--- src/rtl/nb_force_accumulator.sv ---
// Per-slot neighbour force accumulator with a registered-head output FIFO.
// A release pushes {sum, pair count, parid} to the FIFO and clears the selected slot.
module nb_force_accumulator #(
    parameter int NUM_FILTERS       = 6,
    parameter int FORCE_WIDTH       = 32,
    parameter int PARTICLE_ID_WIDTH = 9,
    parameter int CNT_WIDTH         = 8,
    parameter int OUT_FIFO_DEPTH    = 8,
    parameter int BP_MARGIN         = 2
) (
    input  logic                         clk,
    input  logic                         rst,
    input  logic [3*FORCE_WIDTH-1:0]     i_force,
    input  logic                         i_force_valid,
    input  logic [NUM_FILTERS-1:0]       i_acc_reg_select,
    input  logic [PARTICLE_ID_WIDTH-1:0] i_nb_parid,
    input  logic                         i_release_flag,
    output logic [3*FORCE_WIDTH-1:0]     o_nb_force,
    output logic [PARTICLE_ID_WIDTH-1:0] o_nb_parid,
    output logic [CNT_WIDTH-1:0]         o_nb_pair_cnt,
    output logic                         o_nb_force_valid,
    input  logic                         i_nb_force_ready,
    output logic                         o_back_pressure,
    output logic                         o_error
);
    localparam int FW = FORCE_WIDTH;
    localparam int SW = 3 * FW;
    localparam int IW = (NUM_FILTERS > 1) ? $clog2(NUM_FILTERS) : 1;
    localparam int AW = (OUT_FIFO_DEPTH > 1) ? $clog2(OUT_FIFO_DEPTH) : 1;
    localparam int CW = AW + 1;
    localparam int EW = SW + CNT_WIDTH + PARTICLE_ID_WIDTH;

    function automatic logic [FW-1:0] sat_add(input logic [FW-1:0] a, input logic [FW-1:0] b);
        logic [FW:0] s;
        s = {a[FW-1], a} + {b[FW-1], b};
        if (s[FW] != s[FW-1])
            sat_add = s[FW] ? {1'b1, {(FW-1){1'b0}}} : {1'b0, {(FW-1){1'b1}}};
        else
            sat_add = s[FW-1:0];
    endfunction

    logic [NUM_FILTERS-1:0][SW-1:0]                sum_q;
    logic [NUM_FILTERS-1:0][CNT_WIDTH-1:0]         cnt_q;
    logic [NUM_FILTERS-1:0][PARTICLE_ID_WIDTH-1:0] parid_q;

    logic                 evt, onehot, take, wr_req;
    logic [IW-1:0]        idx;
    logic [SW-1:0]        acc_sum;
    logic [CNT_WIDTH-1:0] acc_cnt;
    logic [EW-1:0]        entry;

    always_comb begin
        evt    = i_force_valid | i_release_flag;
        onehot = $onehot(i_acc_reg_select);
        take   = evt & onehot;
        idx    = '0;
        for (int j = 0; j < NUM_FILTERS; j++)
            if (i_acc_reg_select[j]) idx = IW'(j);
        acc_sum = '0;
        for (int k = 0; k < 3; k++)
            acc_sum[k*FW +: FW] = sat_add(sum_q[idx][k*FW +: FW], i_force[k*FW +: FW]);
        acc_cnt = (&cnt_q[idx]) ? cnt_q[idx] : cnt_q[idx] + 1'b1;
        // A release without force only produces an entry if the slot saw at least one pair.
        if (i_force_valid) begin
            entry  = {acc_sum, acc_cnt, i_nb_parid};
            wr_req = take & i_release_flag;
        end else begin
            entry  = {sum_q[idx], cnt_q[idx], parid_q[idx]};
            wr_req = take & i_release_flag & (cnt_q[idx] != '0);
        end
    end

    always_ff @(posedge clk or posedge rst) begin
        if (rst) begin
            sum_q   <= '0;
            cnt_q   <= '0;
            parid_q <= '0;
        end else if (take) begin
            for (int j = 0; j < NUM_FILTERS; j++) begin
                if (i_acc_reg_select[j]) begin
                    if (i_release_flag) begin
                        sum_q[j]   <= '0;
                        cnt_q[j]   <= '0;
                        parid_q[j] <= '0;
                    end else begin
                        sum_q[j]   <= acc_sum;
                        cnt_q[j]   <= acc_cnt;
                        parid_q[j] <= i_nb_parid;
                    end
                end
            end
        end
    end

    // Output FIFO: count includes the entry currently presented at the head register.
    logic [EW-1:0] mem [OUT_FIFO_DEPTH];
    logic [AW-1:0] wptr, rptr, rd_idx;
    logic [CW-1:0] count, count_nxt, free_nxt;
    logic [EW-1:0] head_q;
    logic          head_vld, pop, full, do_wr, ovf, vis_nxt;

    always_comb begin
        pop       = head_vld & i_nb_force_ready;
        full      = (count == CW'(OUT_FIFO_DEPTH));
        do_wr     = wr_req & (~full | pop);
        ovf       = wr_req & full & ~pop;
        count_nxt = count + CW'(do_wr) - CW'(pop);
        free_nxt  = CW'(OUT_FIFO_DEPTH) - count_nxt;
        rd_idx    = rptr + AW'(pop);
        // Entries written on this edge become visible one edge later.
        vis_nxt   = (count - CW'(pop)) != '0;
    end

    always_ff @(posedge clk) begin
        if (do_wr) mem[wptr] <= entry;
    end

    always_ff @(posedge clk or posedge rst) begin
        if (rst) begin
            wptr            <= '0;
            rptr            <= '0;
            count           <= '0;
            head_vld        <= 1'b0;
            head_q          <= '0;
            o_back_pressure <= 1'b0;
            o_error         <= 1'b0;
        end else begin
            if (do_wr) wptr <= wptr + 1'b1;
            if (pop)   rptr <= rptr + 1'b1;
            count    <= count_nxt;
            head_vld <= vis_nxt;
            if (vis_nxt) head_q <= mem[rd_idx];
            o_back_pressure <= (free_nxt <= CW'(BP_MARGIN));
            o_error  <= o_error | (evt & ~onehot) | ovf;
        end
    end

    assign o_nb_force_valid = head_vld;
    assign {o_nb_force, o_nb_pair_cnt, o_nb_parid} = head_q;
endmodule

--- config.mk ---
export PLATFORM = sky130hd
export DESIGN_NAME = nb_force_accumulator
export DESIGN_NICKNAME = d
export VERILOG_FILES = /design/src/rtl/nb_force_accumulator.sv
export SDC_FILE = /design/constraint.sdc
export NUM_CORES = 2
export LEC_CHECK = 0
export ABC_AREA = 0
export BUFFER_PORTS_ARGS = -buffer_cell sky130_fd_sc_hd__buf_2
export CORE_MARGIN = 2
export CORE_UTILIZATION = 50
export CTS_CLUSTER_DIAMETER = 50
export CTS_CLUSTER_SIZE = 10
export DETAILED_ROUTE_END_ITERATION = 12
export PLACE_DENSITY = 0.75
export REMOVE_ABC_BUFFERS = 1
export SKIP_CTS_REPAIR_TIMING = 1
export SYNTH_ARGS = -nofsm -noshare
export SYNTH_HDL_FRONTEND = slang
export SYNTH_SLANG_ARGS = --single-unit
--- constraint.sdc ---
create_clock -name clk -period 29.5 [get_ports clk]
set_input_delay 1.475 -clock clk [delete_from_list [all_inputs] [get_ports clk]]
set_output_delay 1.475 -clock clk [all_outputs]
set_load 0.05 [all_outputs]
==> results.sh <==
export IMPL_dpl_cell_area_mm2=0.0794
export IMPL_finalPower_w=0.00994
export IMPL_design_area_mm2=0.0856
export IMPL_vdd_drop_max_mv=0.0958
export IMPL_combPwrFrac_pct=40.6
export IMPL_cp_slowest_cell="inv_1"
export IMPL_core_area_mm2=0.152
export IMPL_dp_hpwl_um=120000
export IMPL_die_y_um=395
export IMPL_synth_edf_count=904
export IMPL_timing_final_crit_share_pct=34.9
export IMPL_setup_slack_ns=19.20
export IMPL_relSlewSlack_pct=10.7
export IMPL_max_slew_worst_pin_slew_ns=1.34
export IMPL_firstDrtPassIters=7
export IMPL_ant_nets=0
export IMPL_boundaryPins=232
export IMPL_hold_path_depth=2
export IMPL_max_cap_viol_count=0
export IMPL_drt_iter0_markers=5735
export IMPL_syn_area_per_cell_um2=13.2
export IMPL_synthesis_instances=5795
export IMPL_drc=0
export IMPL_io_buffer_count=231
export IMPL_whs_ns=0.472
export IMPL_power_frac_clock_pct=23.1
export IMPL_tritoncts="done"
export IMPL_nets=6158
export IMPL_cts_root_buf="clkbuf_16"
export IMPL_pre_cts_ws_ns=18.61
export IMPL_intPower_w=0.00609
export IMPL_cts_buffer_depth=3
export IMPL_vias_per_cell=6.32
export IMPL_area_growth_syn_to_layout_pct=12.2
export IMPL_synth_seq_cells=1708
export IMPL_power_frac_seq_pct=36.3
export IMPL_slew_violations=0
export IMPL_reg2reg_setup_slack_ns=22.38
export IMPL_power_density_mw_per_mm2=116
export IMPL_vias=51289
export IMPL_core_rowCount=143
export IMPL_grt_max_degree=174
export IMPL_ys_types=100
export IMPL_grt_pass1_vias=51434
export IMPL_cts_max_level=4
export IMPL_dieArea_mm2=0.156
export IMPL_routed_wirelength_um=207000
export IMPL_skew_ns=0.0687
export IMPL_r2r_start="sum_q[33]"
export IMPL_fin_setup_tns_ns=0
export IMPL_cts_sinks=1708
export IMPL_switching_share_pct=38.7
export IMPL_die_w_um=395
export IMPL_hold_violations=0
export IMPL_finalSetupViolations=0
export IMPL_r2r_cells=21
export IMPL_crit_fanout=99
export IMPL_slowest_delay_ns=0.83
export IMPL_clk_pin_slew_worst_paths_ns=0.05
export IMPL_ys_seq_area_share_pct=62.0
export IMPL_wl_per_cell_um=25.5
export IMPL_gp_congestion=0.934
export IMPL_start_util_pct=50.3
export IMPL_min_from="sum_q[105]"
export IMPL_crit_type="input pin to register"
export IMPL_cp_arrival_ns=10.81
export IMPL_rsz0062_at_grt="no"
export IMPL_worstHoldEndpoint="sum_q[105]"
export IMPL_ys_warn_count=0
export IMPL_fmax_mhz=97.1
export IMPL_clock_latency_ns=0.87
export IMPL_async_flop_share_pct=47.1
export IMPL_grt_pass1_wl_um=315000
export IMPL_grtUsageTotal_pct=26.5
export IMPL_p_leak_nw=33.3
export IMPL_period_minus_slack_ns=10.30
export IMPL_syn_area_mm2=0.0763
export IMPL_crit_required_ns=30.01
export IMPL_antenna_found_initial=6
export IMPL_grt_ovfl_total=0
export IMPL_cts_buffers=201
export IMPL_status="complete, no violations"
export IMPL_min_delay_path_class="register to register"
export IMPL_drive_gt1_share_pct=18.2
export IMPL_startpoint_type="input pin"
export IMPL_r2r_end="mem[5][58]"
export IMPL_ys_dominant_reg_cell="edfxtp_1"
export IMPL_netSwitchingPower_w=0.00385
export IMPL_crit_path_end_kind="register"
routing by layer:
layer	track usage (%)	wire length [µm]	vias up
met5	0	46	-
met4	10.2	7990	8
met3	5.05	18400	482
met2	41.9	97800	2696
met1	36.5	82700	26034
li1	-	-	22069
cells in the final DEF, fill, tap and decap left out, drive strengths merged, types with 91 or more instances in the layout:
master  Yosys  layout
nand2     759     759
mux4      275     275
mux2i     174     174
edfxtp    904     904
a21oi     426     426
buf        76     312
nor2      250     250
a22o      134     134
o21ai     503     503
dfrtp     804     804
o31ai      91      91
mux2      183     183
ha        116     116
clkbuf    315     330
per-stage QoR:
stage	utilization, %	std cells
final	56.4	8113
after global routing	56.4	8111
after CTS	56.4	8111
after detailed placement	52.3	7746
after global placement	52.3	7746
after floorplan	-	5404
power groups by stage:
stage	Combinational [W]	Clock, W	Sequential, W
5_1_grt	0.00438	0.00243	0.00366
4_1_cts	0.00403	0.00233	0.00360
3_5_place_dp	0.00400	0	0.00363
6_report	0.00404	0.00229	0.00361
2_1_floorplan	0.00300	0	0.00388
3_3_place_gp	0.00390	0	0.00361
worst max-delay path: cells and delay by family:
| kind | cells | cell delay [ns] |
|---|---|---|
| multiplexers | 2 | 0.73 |
| buffers and inverters | 6 | 3.15 |
| AO/OA/AOI/OAI | 12 | 4.24 |
| adder cells (fa/ha/maj) | 2 | 0.81 |
| AND/OR/NAND/NOR | 3 | 0.31 |
state kept, by name (all words and copies together), names as in the netlist:
signal,count
wptr,3
rptr,3
count,4
o_error,1
sum_q,576
mem,904
parid_q,54
o_back_pressure,1
o_nb_force_valid,1
cnt_q,48
head_q,113
cell usage after synthesis, types with 44 or more instances:
cell type | number | area, µm²
inv_1 | 64 | 240
nor2_1 | 248 | 931
dfrtp_1 | 804 | 20100
a21oi_1 | 422 | 2110
o211ai_1 | 62 | 465
xnor2_1 | 44 | 385
nand2_1 | 758 | 2850
nand3_1 | 77 | 385
ha_1 | 116 | 1450
mux4_2 | 275 | 6190
o21ai_0 | 436 | 2180
mux2_2 | 181 | 2040
o21ai_1 | 50 | 250
edfxtp_1 | 904 | 27100
a21o_1 | 78 | 586
o31ai_1 | 89 | 668
mux2i_1 | 174 | 1740
a22o_1 | 134 | 1170
clkbuf_1 | 315 | 1180
buf_1 | 54 | 203
area by class of cell:
class | count | area [µm²]
multi-input combinational | 3630 | 27500
tap | 2030 | 2540
antenna | 2 | 5.00
sequential | 1708 | 47300
inverter | 66 | 259
clock inverter | 35 | 537
fill | 12078 | 66200
clock buffer | 330 | 5610
timing repair buffer | 312 | 1860
worst max-delay path by stage:
stage	from	to	slack, ns	cells past startpoint
detailed placement	i_acc_reg_select[4]	mem[3][44]	18.61	25
CTS	i_acc_reg_select[4]	mem[0][44]	19.44	25
finish	i_acc_reg_select[4]	mem[0][44]	19.20	25
global route	i_acc_reg_select[4]	mem[0][25]	18.66	25
floorplan	rst	cnt_q[0]	5.45	1
global placement	i_acc_reg_select[4]	mem[0][44]	18.85	25
cell families (layout without fill, tap and decap cells):
| logic type | after synthesis | after routing | synth area share, % |
|---|---|---|---|
| DFF | 1708 | 1708 | 62.0 |
| AOI/OAI and AO/OA | 1523 | 1523 | 12.6 |
| and+or+nand+nor | 1283 | 1283 | 7.13 |
| muxes | 632 | 632 | 13.1 |
| buffers and inverters | 457 | 743 | 2.30 |
| adders and majority gates | 124 | 124 | 2.10 |
| xor gates and xnor gates | 68 | 68 | 0.791 |
| other | 0 | 2 | 0 |
(Power assumes the default switching activity.)
